File: config.mk
export PLATFORM = sky130hd
export DESIGN_NAME = alu_seq_ctrl
export DESIGN_NICKNAME = d
export VERILOG_FILES = /design/src/rtl/alu_seq_ctrl.sv
export SDC_FILE = /design/constraint.sdc
export NUM_CORES = 1
export LEC_CHECK = 0
export BUFFER_PORTS_ARGS = -buffer_cell sky130_fd_sc_hd__buf_4
export CAP_MARGIN = 10
export CORE_UTILIZATION = 55
export DETAILED_ROUTE_END_ITERATION = 10
export GPL_TIMING_DRIVEN = 0
export HOLD_SLACK_MARGIN = 0.03
export PLACE_DENSITY = 0.8
export RECOVER_POWER = 25
export SLEW_MARGIN = 20
export SYNTH_ARGS = -nofsm -noshare
export SYNTH_HDL_FRONTEND = slang
export SYNTH_SLANG_ARGS = --single-unit
File: constraint.sdc
create_clock -name i_clock -period 6.95 [get_ports i_clock]
set_input_delay 1.0425 -clock i_clock [delete_from_list [all_inputs] [get_ports i_clock]]
set_output_delay 1.0425 -clock i_clock [all_outputs]
set_load 0.01 [all_outputs]
File: src/rtl/alu_seq_ctrl.sv
// alu_seq_ctrl
//   Single-button operand-entry controller with a registered ALU.
//   A debounced "next" button steps the sequence:
//     S_A -> S_B -> S_OP -> S_EXEC -> S_RES -> S_A
//   Operands and the opcode are captured from the switches one step at a time.
//   S_EXEC registers the ALU result and its flags, and S_RES presents them with
//   o_valid high.
//
// Ports
//   i_clock   system clock
//   i_reset   synchronous, active-high reset
//   i_sw      raw switches (A/B use [N-1:0], the opcode uses [NSel-1:0])
//   i_next    raw, asynchronous, bouncy "next" button
//   o_alu_A   latched operand A
//   o_alu_B   latched operand B
//   o_alu_Op  latched opcode
//   o_result  registered ALU result
//   o_ovf     signed overflow (ADD/SUB only)
//   o_zero    result == 0
//   o_op_err  unsupported opcode
//   o_valid   high only while in S_RES
//   o_state   current FSM state
//   o_led     {o_ovf, o_zero, o_op_err, zero pad, o_result}
module alu_seq_ctrl #(
  parameter int N         = 8,
  parameter int NSel      = 6,
  parameter int N_SW      = 16,
  parameter int DB_CYCLES = 4
) (
  input  logic            i_clock,
  input  logic            i_reset,
  input  logic [N_SW-1:0] i_sw,
  input  logic            i_next,
  output logic [N-1:0]    o_alu_A,
  output logic [N-1:0]    o_alu_B,
  output logic [NSel-1:0] o_alu_Op,
  output logic [N-1:0]    o_result,
  output logic            o_ovf,
  output logic            o_zero,
  output logic            o_op_err,
  output logic            o_valid,
  output logic [2:0]      o_state,
  output logic [N_SW-1:0] o_led
);

  localparam logic [2:0] S_A    = 3'd0;
  localparam logic [2:0] S_B    = 3'd1;
  localparam logic [2:0] S_OP   = 3'd2;
  localparam logic [2:0] S_EXEC = 3'd3;
  localparam logic [2:0] S_RES  = 3'd4;

  localparam logic [NSel-1:0] OP_ADD = NSel'(6'b100000);
  localparam logic [NSel-1:0] OP_SUB = NSel'(6'b100010);
  localparam logic [NSel-1:0] OP_AND = NSel'(6'b100100);
  localparam logic [NSel-1:0] OP_OR  = NSel'(6'b100101);
  localparam logic [NSel-1:0] OP_XOR = NSel'(6'b100110);
  localparam logic [NSel-1:0] OP_NOR = NSel'(6'b100111);
  localparam logic [NSel-1:0] OP_SRL = NSel'(6'b000010);
  localparam logic [NSel-1:0] OP_SRA = NSel'(6'b000011);

  localparam int            CNT_W     = $clog2(DB_CYCLES + 1);
  localparam logic [N-1:0]  SHIFT_LIM = N'(N);

  // Button conditioning
  logic             sync1_reg;
  logic             sync2_reg;
  logic             stable_reg;
  logic             next_pulse_reg;
  logic [CNT_W-1:0] db_cnt_reg;

  always_ff @(posedge i_clock) begin
    if (i_reset) begin
      sync1_reg      <= 1'b0;
      sync2_reg      <= 1'b0;
      stable_reg     <= 1'b0;
      next_pulse_reg <= 1'b0;
      db_cnt_reg     <= '0;
    end else begin
      sync1_reg      <= i_next;
      sync2_reg      <= sync1_reg;
      next_pulse_reg <= 1'b0;
      if (sync2_reg != stable_reg) begin
        // The edge that brings the count to DB_CYCLES also commits the
        // new level, so the pulse register is loaded on that same edge.
        if (db_cnt_reg == CNT_W'(DB_CYCLES - 1)) begin
          stable_reg     <= sync2_reg;
          db_cnt_reg     <= '0;
          next_pulse_reg <= sync2_reg;
        end else begin
          db_cnt_reg <= db_cnt_reg + CNT_W'(1);
        end
      end else begin
        db_cnt_reg <= '0;
      end
    end
  end

  // Datapath registers
  logic [2:0]      state_reg;
  logic [N-1:0]    a_reg;
  logic [N-1:0]    b_reg;
  logic [NSel-1:0] op_reg;
  logic [N-1:0]    result_reg;
  logic            ovf_reg;
  logic            zero_reg;
  logic            op_err_reg;

  // ALU (combinational, sampled in S_EXEC)
  logic [N-1:0] alu_res;
  logic         alu_ovf;
  logic         alu_err;
  logic [N-1:0] sum;
  logic [N-1:0] diff;
  logic         shift_big;

  assign sum       = a_reg + b_reg;
  assign diff      = a_reg - b_reg;
  assign shift_big = (b_reg >= SHIFT_LIM);

  always_comb begin
    alu_res = '0;
    alu_ovf = 1'b0;
    alu_err = 1'b0;
    case (op_reg)
      OP_ADD: begin
        alu_res = sum;
        alu_ovf = (a_reg[N-1] == b_reg[N-1]) && (sum[N-1] != a_reg[N-1]);
      end
      OP_SUB: begin
        alu_res = diff;
        alu_ovf = (a_reg[N-1] != b_reg[N-1]) && (diff[N-1] != a_reg[N-1]);
      end
      OP_AND: alu_res = a_reg & b_reg;
      OP_OR:  alu_res = a_reg | b_reg;
      OP_XOR: alu_res = a_reg ^ b_reg;
      OP_NOR: alu_res = ~(a_reg | b_reg);
      // Shift amounts of N or more saturate: zero for logical, sign fill
      // for arithmetic.
      OP_SRL: alu_res = shift_big ? '0 : (a_reg >> b_reg);
      OP_SRA: alu_res = shift_big ? {N{a_reg[N-1]}}
                                  : N'($signed(a_reg) >>> b_reg);
      default: alu_err = 1'b1;
    endcase
  end

  // Sequencing FSM
  always_ff @(posedge i_clock) begin
    if (i_reset) begin
      state_reg  <= S_A;
      a_reg      <= '0;
      b_reg      <= '0;
      op_reg     <= '0;
      result_reg <= '0;
      ovf_reg    <= 1'b0;
      zero_reg   <= 1'b0;
      op_err_reg <= 1'b0;
    end else begin
      case (state_reg)
        S_A: if (next_pulse_reg) begin
          a_reg     <= i_sw[N-1:0];
          state_reg <= S_B;
        end
        S_B: if (next_pulse_reg) begin
          b_reg     <= i_sw[N-1:0];
          state_reg <= S_OP;
        end
        S_OP: if (next_pulse_reg) begin
          op_reg    <= i_sw[NSel-1:0];
          state_reg <= S_EXEC;
        end
        S_EXEC: begin
          result_reg <= alu_res;
          ovf_reg    <= alu_ovf;
          zero_reg   <= (alu_res == '0);
          op_err_reg <= alu_err;
          state_reg  <= S_RES;
        end
        S_RES: if (next_pulse_reg) begin
          state_reg <= S_A;
        end
        default: state_reg <= S_A;
      endcase
    end
  end

  assign o_alu_A  = a_reg;
  assign o_alu_B  = b_reg;
  assign o_alu_Op = op_reg;
  assign o_result = result_reg;
  assign o_ovf    = ovf_reg;
  assign o_zero   = zero_reg;
  assign o_op_err = op_err_reg;
  assign o_valid  = (state_reg == S_RES);
  assign o_state  = state_reg;

  // LED map: result in the low bits, flags in the top three, zeros between.
  genvar gi;
  generate
    for (gi = 0; gi < N_SW; gi++) begin : g_led
      if (gi < N) begin : g_res
        assign o_led[gi] = result_reg[gi];
      end else if (gi == N_SW - 1) begin : g_ovf
        assign o_led[gi] = ovf_reg;
      end else if (gi == N_SW - 2) begin : g_zero
        assign o_led[gi] = zero_reg;
      end else if (gi == N_SW - 3) begin : g_err
        assign o_led[gi] = op_err_reg;
      end else begin : g_pad
        assign o_led[gi] = 1'b0;
      end
    end
  endgenerate

  // Switch bits above the operand/opcode fields are not used.
  logic unused_sw;
  assign unused_sw = ^i_sw;

endmodule
==> impl_metrics.py, run 1 <==
metrics = {
    "synthesis": {
        "synth_cell_types": 71,
        "yosys.area.top_type_share_pct": 25.08,
        "netlist_top_cells_area": "sky130_fd_sc_hd__dfxtp_1, sky130_fd_sc_hd__ha_1, sky130_fd_sc_hd__mux2i_1, sky130_fd_sc_hd__nor2_1, sky130_fd_sc_hd__buf_4",
        "synth_async_sr_flop_share_pct": 0,
        "synth_seq_cells": 43,
        "synth_top_flop_cell": "sky130_fd_sc_hd__dfxtp_1",
        "ys_seq_area_share_pct": 25.08,
        "netlist.top_cell.by_area": "sky130_fd_sc_hd__dfxtp_1",
        "post_synth.cell_area_avg_um2": 8.000,
        "synthesis.instances": 429,
        "summed_instance_area_of_the_synthesized_netlist_mm2": 0.003432,
        "synth_edf_count": 0,
        "yosys_warnings": 0,
    },
    "final_layout": {
        "diodes": 0,
        "area_growth_pct": 18.19,
        "nets": 544,
        "finalInstanceArea_mm2": 0.004056,
        "drive_above_1_share_pct": 20.24,
    },
    "worst_setup_path": {
        "worst_path_max_delay_cell": "sky130_fd_sc_hd__nor4_1",
        "critPathMostFrequentCell": "sky130_fd_sc_hd__clkbuf_1",
        "path_max_fanout": 10,
        "worst-path-buf-inv": 3,
        "timing.critical_path.max_delay_family": "buffers and inverters",
        "cp-end-kind": "register",
        "critical_path_class": "register to register",
        "startpoint_type": "register",
        "arrival_time_reported_for_the_critical_path_endpoint_ns": 3.51,
        "worstPathCellList": "clkbuf_1, inv_1, ha_1, clkbuf_1, a21o_1, a21oi_1, xnor2_1, nor2_1, nor4_1, nand4_1, o41ai_1",
        "crit_path_max_incr_delay_ns": 0.46,
        "required_time_reported_for_the_critical_path_endpoint_ns": 7.15,
    },
    "die": {
        "floorplan.initialDensity_pct": 57.63,
        "die_area_mm2": 0.006560,
        "fp.coreArea_mm2": 0.005956,
        "fp.dieH_um": 81.00,
        "floorplan.io_pins": 72,
        "placement_rows": 28,
        "die_span_x_um": 81.00,
    },
    "pwr": {
        "comb_power_share_pct": 3.5,
        "switching_power_w": 0.0001065,
        "switching_share_pct": 24.53,
        "clock_power_share_pct": 39.5,
        "power.sequential.fraction_pct": 57.0,
        "vdd_drop_max_uv": 101.3,
        "p_int_w": 0.0003275,
        "power-per-cell-area_mw_per_mm2": 107.0,
        "standby_leakage_power_nw": 1.588,
    },
    "clocking": {
        "clk_latency_ns": 0.30,
        "ctsRootBufferMaster": "sky130_fd_sc_hd__clkbuf_8",
        "ctsHtreeMaxLevel": 2,
        "clock_slew_seen_by_the_registers_of_the_worst_setup_and_hold_paths_ns": 0.09,
        "ctsResizeCount": 0,
        "clkSinkCount": 43,
        "clock_tree_from_tritoncts": "built",
        "cts.hold.buffers_added": 0,
        "cts_setup_buffers": 0,
        "cts_inserted_buffers": 5,
        "clock_path_buffers": 2,
    },
    "detailed_routing": {
        "drc": 0,
        "via_count": 3373,
        "detail-route-antenna-nets": 0,
        "routed_wl_um": 10170,
        "avgRoutedWirePerCell_um": 17.71,
        "via_per_inst": 5.876,
        "drt-initial-drc-count": 277,
        "first_pass_iters": 5,
    },
    "global_route": {
        "first_global_vias": 3017,
        "global_route_wire_length_before_repair_um": 15850,
        "grt_remaining_overflow": 0,
        "antenna_found_initial": 0,
        "grt_use_total_pct": 32.32,
        "pin_count_of_the_biggest_net_entering_global_routing": 17,
    },
    "place": {
        "placement.cell_area_mm2": 0.003976,
        "placement.io_buffers": 58,
        "globalplace.congestion": 0.9167,
        "hpwl_after_dpl_um": 7925,
        "detailedPlace.worstSlack_ns": 3.691,
    },
    "timing": {
        "timing.hold.ws_ns": 0.4224,
        "fmax_mhz": 302.1,
        "timing.max_slew.rel_slack_pct": 29.05,
        "finalCritPeriodShare_pct": 47.63,
        "setup_tns_ns": 0,
        "unrepaired_setup_endpoints_after_global_routing": "false",
        "period_needed_ns": 3.310,
        "fin_ws_ns": 3.640,
        "timing_worst_slew_pin_value_ns": 1.037,
        "timing.final.hold_violations": 0,
        "setup_viol": 0,
        "fin_skew_ns": 0.005849,
        "slew_viol_final": 0,
    },
    "run_status": {
        "status": "completed",
    },
    "run": {
        "drv_cap": 0,
    },
    "min_path": {
        "worst_hold_path_type": "register to register",
    },
}
[final timing paths]
path	start	end	slack (ns)	depth (start not counted)
hold / removal	db_cnt_reg[0]$_SDFF_PP0_	db_cnt_reg[0]$_SDFF_PP0_	0.42	1
setup / recovery	o_alu_B[2]$_SDFFE_PP0P_	o_zero$_SDFFE_PP0P_	3.64	11
hold reg to reg	db_cnt_reg[0]$_SDFF_PP0_	db_cnt_reg[0]$_SDFF_PP0_	0.42	1
setup reg to reg	o_alu_B[2]$_SDFFE_PP0P_	o_zero$_SDFFE_PP0P_	3.64	11
[stage by stage]
| stage | util (%) | power [W] | std cells |
|---|---|---|---|
| global placement | 66.76 | 0.0002686 | 566 |
| CTS | 68.36 | 0.0004374 | 574 |
| finish | 68.11 | 0.0004340 | 574 |
| floorplan | - | 0.0002609 | 433 |
| detailed placement | 66.76 | 0.0002688 | 566 |
| global route | 68.11 | 0.0004488 | 574 |
[Yosys cell counts, types with 4 or more instances]
master / count
sky130_fd_sc_hd__xnor2_1: 14
sky130_fd_sc_hd__a31oi_1: 4
sky130_fd_sc_hd__o21ai_0: 11
sky130_fd_sc_hd__dfxtp_1: 43
sky130_fd_sc_hd__nor3_1: 12
sky130_fd_sc_hd__buf_2: 4
sky130_fd_sc_hd__buf_4: 18
sky130_fd_sc_hd__mux2i_1: 31
sky130_fd_sc_hd__a211oi_1: 14
sky130_fd_sc_hd__or3_1: 5
sky130_fd_sc_hd__nand3_1: 7
sky130_fd_sc_hd__ha_1: 25
sky130_fd_sc_hd__nor2b_1: 6
sky130_fd_sc_hd__inv_1: 25
sky130_fd_sc_hd__nand2_1: 36
sky130_fd_sc_hd__clkbuf_1: 15
sky130_fd_sc_hd__nor4_1: 5
sky130_fd_sc_hd__nand2b_1: 8
sky130_fd_sc_hd__nor2_1: 48
sky130_fd_sc_hd__a21oi_1: 24
[power by group through the flow]
| stage | Clock, W | Sequential (W) | Combinational (W) |
|---|---|---|---|
| 2_1_floorplan | 0 | 0.000253 | 0.00000803 |
| 3_3_place_gp | 0 | 0.000253 | 0.0000157 |
| 3_5_place_dp | 0 | 0.000253 | 0.0000158 |
| 4_1_cts | 0.000174 | 0.000247 | 0.0000157 |
| 5_1_grt | 0.000185 | 0.000247 | 0.0000166 |
| 6_report | 0.000172 | 0.000247 | 0.0000152 |
[layout by cell type (no fill, tap or decap), types with 3 or more instances in the layout]
cell / n
sky130_fd_sc_hd__nor3_1: 12
sky130_fd_sc_hd__a31oi_1: 4
sky130_fd_sc_hd__nor4_1: 5
sky130_fd_sc_hd__or3_1: 5
sky130_fd_sc_hd__nand2b_1: 8
sky130_fd_sc_hd__nor2_1: 48
sky130_fd_sc_hd__nand3_1: 7
sky130_fd_sc_hd__conb_1: 5
sky130_fd_sc_hd__nor2b_1: 6
sky130_fd_sc_hd__a21oi_1: 24
sky130_fd_sc_hd__o21bai_1: 3
sky130_fd_sc_hd__mux2i_1: 31
sky130_fd_sc_hd__clkbuf_1: 18
sky130_fd_sc_hd__nand2_1: 36
sky130_fd_sc_hd__o211a_1: 3
sky130_fd_sc_hd__buf_4: 74
sky130_fd_sc_hd__o221ai_1: 3
sky130_fd_sc_hd__nand4_1: 3
sky130_fd_sc_hd__dfxtp_1: 43
sky130_fd_sc_hd__clkbuf_8: 5
sky130_fd_sc_hd__buf_2: 4
sky130_fd_sc_hd__o21ai_0: 11
sky130_fd_sc_hd__nor3b_1: 3
sky130_fd_sc_hd__a211oi_1: 14
sky130_fd_sc_hd__and3_1: 3
sky130_fd_sc_hd__ha_1: 25
sky130_fd_sc_hd__xnor2_1: 14
sky130_fd_sc_hd__inv_1: 25
[logic make-up (layout without fill, tap and decap cells)]
family | count (synthesis) | count (layout) | share of synthesized area (%)
buffers and inverters | 66 | 132 | 9.806
DFF | 43 | 43 | 25.08
AOI/OAI and AO/OA | 92 | 92 | 18.85
and+or+nand+nor | 150 | 150 | 21.76
xor gates and xnor gates | 16 | 16 | 4.083
adders and majority gates | 27 | 27 | 10.28
muxes | 34 | 34 | 10.03
other | 1 | 5 | 0.1093
[per-layer routing]
layer,part of all wire [%],vias up,GRT usage [%]
li1,-,1631,-
met1,47,1608,44.41
met2,47,119,51.26
met3,4.8,15,5.393
met4,1.6,0,10.36
met5,0,-,0
[cell type report]
class / count / area (um2)
inverter: 25 / 93.84
tap: 75 / 93.84
buffer: 41 / 231.5
timing repair buffer: 58 / 431.7
sequential: 43 / 860.8
clock buffer: 5 / 68.82
multi-input combinational: 324 / 2250
clock inverter: 3 / 26.28
fill: 535 / 1899
Note: power is estimated with default switching activity, not from simulation.
==> run 2: changes to the inputs <==
- CORE_UTILIZATION: 55 -> 50
- PLACE_DENSITY: 0.8 -> 0.77
- clock period: 6.95 -> 2.7 ns (I/O delays scaled with it)
==> run 2 against run 1 <==
Against the previous run: the run now ends with design-rule violations left; wire length is 3.0% higher; core utilization is 3.2 points lower; critical endpoint unchanged; sequential share of layout area is 0.35 points lower; via count is 1.3% higher; clock skew is 0.011 ns higher; critical path type unchanged; final cell count is 1.4% higher; die area is 9.7% higher; combinational power grew to 2.6 times the previous value; sequential power grew to 2.6 times the previous value.
==> impl_metrics.py, run 2 (synthesis results as in run 1) <==
metrics = {
    "run_status": {
        "status": "finished with violations",
        "failing_checks": "design-rule violations",
    },
    "timing": {
        "timing_worst_slew_pin_value_ns": 0.9496,
        "fmax_mhz": 384.8,
        "timing.final.hold_violations": 0,
        "slew_viol_final": 0,
        "finalCritPeriodShare_pct": 96.26,
        "setup_viol": 0,
        "period_needed_ns": 2.599,
        "timing.max_slew.rel_slack_pct": 36.21,
        "timing.hold.ws_ns": 0.3109,
        "fin_skew_ns": 0.01639,
    },
    "place": {
        "globalplace.congestion": 0.9145,
        "placement.io_buffers": 58,
        "hpwl_after_dpl_um": 8002,
        "placement.cell_area_mm2": 0.003980,
    },
    "worst_setup_path": {
        "cp-end-kind": "register",
        "path_max_fanout": 8,
        "rr_worst_depth": 10,
        "startpoint_type": "register",
        "required_time_reported_for_the_critical_path_endpoint_ns": 2.90,
        "arrival_time_reported_for_the_critical_path_endpoint_ns": 2.80,
        "cp-endpoint": "o_zero$_SDFFE_PP0P_",
        "reg2reg_slack_ns": 0.10,
        "cp-startpoint": "o_alu_B[1]$_SDFFE_PP0P_",
        "regToRegEndpoint": "o_zero$_SDFFE_PP0P_",
        "rr_startpoint": "o_alu_B[1]$_SDFFE_PP0P_",
        "critical_path_class": "register to register",
    },
    "min_path": {
        "worstHoldStart": "i_next",
        "worst_hold_path_type": "primary input to register",
    },
    "clocking": {
        "ctsHtreeMaxLevel": 2,
        "cts.hold.buffers_added": 0,
        "clkSinkCount": 43,
        "ctsRootBufferMaster": "sky130_fd_sc_hd__clkbuf_8",
        "clock_tree_from_tritoncts": "built",
        "clock_slew_seen_by_the_registers_of_the_worst_setup_and_hold_paths_ns": 0.10,
        "clock_path_buffers": 2,
        "cts_inserted_buffers": 5,
        "clk_latency_ns": 0.31,
    },
    "die": {
        "placement_rows": 29,
        "floorplan.initialDensity_pct": 52.84,
        "fp.coreArea_mm2": 0.006495,
        "floorplan.io_pins": 72,
        "fp.dieH_um": 84.85,
        "die_span_x_um": 84.85,
        "die_area_mm2": 0.007200,
    },
    "detailed_routing": {
        "drt-initial-drc-count": 288,
        "first_pass_iters": 8,
        "avgRoutedWirePerCell_um": 18.00,
        "via_per_inst": 5.871,
        "routed_wl_um": 10480,
        "detail-route-antenna-nets": 0,
        "via_count": 3417,
        "drc": 2,
    },
    "pwr": {
        "switching_power_w": 0.0002742,
        "standby_leakage_power_nw": 1.617,
        "power-per-cell-area_mw_per_mm2": 264.4,
        "vdd_drop_max_uv": 283.3,
        "clock_power_share_pct": 39.6,
        "p_int_w": 0.0008400,
        "comb_power_share_pct": 3.5,
        "power.sequential.fraction_pct": 56.8,
        "switching_share_pct": 24.61,
    },
    "final_layout": {
        "area_growth_pct": 22.79,
        "drive_above_1_share_pct": 25.15,
        "layout_common_cells": "sky130_fd_sc_hd__buf_4, sky130_fd_sc_hd__nor2_1, sky130_fd_sc_hd__nand2_1",
        "diodes": 0,
        "final_common_cell": "sky130_fd_sc_hd__buf_4",
        "finalInstanceArea_mm2": 0.004214,
        "nets": 550,
    },
    "global_route": {
        "first_global_vias": 3204,
        "grt_use_total_pct": 29.55,
        "global_route_wire_length_before_repair_um": 16550,
        "grt_remaining_overflow": 0,
        "pin_count_of_the_biggest_net_entering_global_routing": 17,
        "antenna_found_initial": 0,
    },
    "run": {
        "drv_cap": 0,
    },
}
==> run 2: power groups by stage <==
stage | clock network, W | logic, W | registers [W]
after floorplan | 0 | 0.0000207 | 0.000651
after global placement | 0 | 0.0000405 | 0.000651
after detailed placement | 0 | 0.0000411 | 0.000651
after CTS | 0.000447 | 0.0000411 | 0.000635
after global routing | 0.000476 | 0.0000431 | 0.000634
final | 0.000442 | 0.0000395 | 0.000633
==> run 2: timing repair <==
item / CTS / global route
pin swaps: 2 / 9
gates resized for setup: 18 / 31
endpoints found under the setup margin: 8 / 4
setup buffers: 1 / 6
cloned: 0 / 0
==> run 2: critical path, cell delays in order, from the launching register on <==
cell,delay [ns]
sky130_fd_sc_hd__dfxtp_1,0.41
sky130_fd_sc_hd__buf_8,0.17
sky130_fd_sc_hd__clkinvlp_4,0.11
sky130_fd_sc_hd__ha_1,0.32
sky130_fd_sc_hd__a21o_1,0.21
sky130_fd_sc_hd__o2bb2ai_1,0.19
sky130_fd_sc_hd__or3_1,0.33
sky130_fd_sc_hd__nand3_1,0.09
sky130_fd_sc_hd__o211a_1,0.19
sky130_fd_sc_hd__nand4_1,0.12
sky130_fd_sc_hd__o41ai_2,0.37
==> run 2: stage by stage <==
| stage | worst slack (ns) | cells | TNS (ns) | power, W | utilization, % |
|---|---|---|---|---|---|
| after floorplan | 0.03243 | 433 | 0 | 0.0006716 | - |
| final | 0.1010 | 582 | 0 | 0.001114 | 64.88 |
| after detailed placement | -0.6290 | 568 | -2.426 | 0.0006923 | 61.28 |
| after global placement | -0.4944 | 568 | -2.321 | 0.0006916 | 61.28 |
| after CTS | 0.006378 | 576 | 0 | 0.001123 | 63.86 |
| after global routing | -0.007717 | 582 | -0.007717 | 0.001152 | 64.88 |
==> run 2: how the worst min path moves through the flow <==
stage                                     to  slack [ns]  depth (start not counted)
global route            sync1_reg$_SDFF_PP0_        0.33                          2
CTS                     sync1_reg$_SDFF_PP0_        0.32                          2
floorplan           db_cnt_reg[0]$_SDFF_PP0_        0.40                          1
global placement    db_cnt_reg[0]$_SDFF_PP0_        0.41                          1
detailed placement  db_cnt_reg[0]$_SDFF_PP0_        0.42                          1
finish                  sync1_reg$_SDFF_PP0_        0.31                          2
==> run 2: final cells by class <==
cell class | instances | area [um2]
Sequential cell | 43 | 879.6
Buffer | 40 | 252.7
Clock buffer | 5 | 68.82
Clock inverter | 3 | 26.28
Tap cell | 77 | 96.34
Inverter | 25 | 101.3
Fill cell | 594 | 2281
Timing Repair Buffer | 65 | 435.4
Multi-Input combinational cell | 324 | 2354
==> run 2: layer usage <==
layer / routed length, um / share of wire [%] / global-route usage, %
met4: 279 / 2.7 / 11.25
met2: 4756 / 45 / 47.15
met1: 4880 / 47 / 40.53
met3: 559 / 5.3 / 4.377
met5: 0 / 0 / 0
==> run 3: changes to the inputs <==
- BUFFER_PORTS_ARGS: -buffer_cell sky130_fd_sc_hd__buf_4 -> -buffer_cell sky130_fd_sc_hd__buf_2
- CTS_CLUSTER_DIAMETER: default -> 40
- HOLD_SLACK_MARGIN: 0.03 -> default
==> run 3 against run 2 <==
Against the previous run: the run still ends with design-rule violations left; count of clock-buffer cells in the layout unchanged; sequential cell count unchanged; first-iteration DRC count increased by 1.4%; final cell count decreased by 0.34%; critical path depth decreased by 3; die area unchanged.
==> impl_metrics.py, run 3 (synthesis results as in run 1) <==
metrics = {
    "run_status": {
        "status": "finished with violations",
        "failing_checks": "design-rule violations",
    },
    "timing": {
        "slew_viol_final": 0,
        "setup_viol": 0,
        "period_needed_ns": 2.607,
        "finalCritPeriodShare_pct": 96.55,
        "fmax_mhz": 383.6,
        "fin_skew_ns": 0.009165,
        "setup_tns_ns": 0,
        "timing_worst_slew_pin_value_ns": 0.8724,
        "timing.final.hold_violations": 0,
        "unrepaired_setup_endpoints_after_global_routing": "false",
        "timing.hold.ws_ns": 0.3279,
        "timing.max_slew.rel_slack_pct": 41.35,
    },
    "detailed_routing": {
        "first_pass_iters": 8,
        "via_per_inst": 5.845,
        "detail-route-antenna-nets": 0,
        "wl_met3_um": 655,
        "via_count": 3390,
        "wl_met1_um": 4487,
        "drt-initial-drc-count": 292,
        "avgRoutedWirePerCell_um": 17.38,
        "drc": 2,
        "routed_wl_um": 10080,
        "dr.max_layer_used": "met4",
        "detailroute.wirelength.met2_um": 4831,
    },
    "pwr": {
        "power-per-cell-area_mw_per_mm2": 291.4,
        "p_int_w": 0.0009233,
        "standby_leakage_power_nw": 1.581,
        "total_power_w": 0.001177,
        "switching_share_pct": 21.59,
        "comb_power_share_pct": 3.0,
        "power.sequential.fraction_pct": 53.9,
        "clock_power_share_pct": 43.1,
        "switching_power_w": 0.0002542,
        "vdd_drop_max_uv": 352.3,
    },
    "die": {
        "die_span_x_um": 84.85,
        "die_area_mm2": 0.007200,
        "placement_rows": 29,
        "floorplan.initialDensity_pct": 52.84,
        "floorplan.io_pins": 72,
        "fp.dieH_um": 84.85,
        "fp.coreArea_mm2": 0.006495,
    },
    "clocking": {
        "clock_path_buffers": 2,
        "cts_inserted_buffers": 5,
        "clock_slew_seen_by_the_registers_of_the_worst_setup_and_hold_paths_ns": 0.09,
        "clk_latency_ns": 0.30,
        "cts.hold.buffers_added": 0,
        "clkSinkCount": 43,
        "ctsHtreeMaxLevel": 2,
        "ctsRootBufferMaster": "sky130_fd_sc_hd__clkbuf_8",
        "clock_tree_from_tritoncts": "built",
    },
    "place": {
        "globalplace.congestion": 0.9807,
        "hpwl_after_dpl_um": 7796,
        "dp.cells": 568,
        "placement.io_buffers": 58,
    },
    "global_route": {
        "global_route_wire_length_before_repair_um": 15500,
        "pin_count_of_the_biggest_net_entering_global_routing": 15,
        "antenna_found_initial": 0,
        "first_global_vias": 3043,
        "grt_remaining_overflow": 0,
        "grt_use_total_pct": 27.41,
    },
    "final_layout": {
        "nets": 548,
        "layout_common_cells": "sky130_fd_sc_hd__nor2_1, sky130_fd_sc_hd__buf_2, sky130_fd_sc_hd__nand2_1",
        "layout.core_utilization_pct": 62.20,
        "final.fill_count": 595,
        "diodes": 0,
        "final_common_cell": "sky130_fd_sc_hd__nor2_1",
        "layout.cells.non_filler": 580,
        "area_growth_pct": 17.72,
        "drive_above_1_share_pct": 22.66,
    },
    "worst_setup_path": {
        "startpoint_type": "register",
        "path_max_fanout": 10,
        "cp-end-kind": "register",
        "arrival_time_reported_for_the_critical_path_endpoint_ns": 2.80,
        "critical_path_class": "register to register",
        "required_time_reported_for_the_critical_path_endpoint_ns": 2.90,
    },
    "min_path": {
        "worst_hold_path_type": "primary input to register",
    },
    "run": {
        "drv_cap": 0,
    },
}
-- run 3: area by class of cell --
class                      instances  area [um2]  area share [%]
buffer                            40       246.5           6.101
clock buffer                       5       68.82           1.703
clock inverter                     3       43.79           1.084
inverter                          25       101.3           2.509
multi-input combinational        324        2300           56.92
sequential                        43       874.6           21.65
tap                               77       96.34           2.385
timing repair buffer              63       309.0           7.649
-- run 3: layer usage --
layer / vias to the layer above / track usage [%]
li1: 1638 / -
met3: 13 / 3.016
met1: 1594 / 36.72
met4: 0 / 7.088
met2: 145 / 47.15
met5: - / 0
-- run 3: metrics by stage --
| step | setup WS, ns | cell area [um2] |
|---|---|---|
| floorplan | 0.03243 | 3448 |
| global placement | -0.5026 | 3835 |
| detailed placement | -0.5171 | 3835 |
| CTS | 0.007756 | 3984 |
| global route | 0.01953 | 4040 |
| finish | 0.09306 | 4040 |
-- run 3: power by group through the flow --
stage | Combinational, W | Sequential (W) | Clock [W]
after floorplan | 0.0000207 | 0.000651 | 0
after global placement | 0.0000362 | 0.000651 | 0
after detailed placement | 0.0000363 | 0.000651 | 0
after CTS | 0.0000362 | 0.000636 | 0.000510
after global routing | 0.0000384 | 0.000635 | 0.000536
final | 0.0000354 | 0.000635 | 0.000507
-- run 3: critical path, cell delays in order, from the launching register on --
cell,delay (ns)
sky130_fd_sc_hd__dfxtp_1,0.41
sky130_fd_sc_hd__clkbuf_1,0.33
sky130_fd_sc_hd__clkbuf_1,0.42
sky130_fd_sc_hd__a2111oi_0,0.26
sky130_fd_sc_hd__or3_1,0.41
sky130_fd_sc_hd__a211oi_2,0.26
sky130_fd_sc_hd__nand3_1,0.13
sky130_fd_sc_hd__o41ai_1,0.30
-- run 3: worst paths after layout --
check | to | slack, ns | startpoint | depth (start not counted)
hold / removal | sync1_reg$_SDFF_PP0_ | 0.33 | i_next | 2
setup reg to reg | o_zero$_SDFFE_PP0P_ | 0.09 | o_alu_B[0]$_SDFFE_PP0P_ | 7
setup / recovery | o_zero$_SDFFE_PP0P_ | 0.09 | o_alu_B[0]$_SDFFE_PP0P_ | 7
hold reg to reg | db_cnt_reg[0]$_SDFF_PP0_ | 0.43 | db_cnt_reg[0]$_SDFF_PP0_ | 1
-- run 3: timing repair --
item                                    4_1_cts  5_1_grt
setup buffers                                 0        5
pin swaps                                     1        2
gates resized for setup                      11       19
endpoints found under the setup margin        8        3
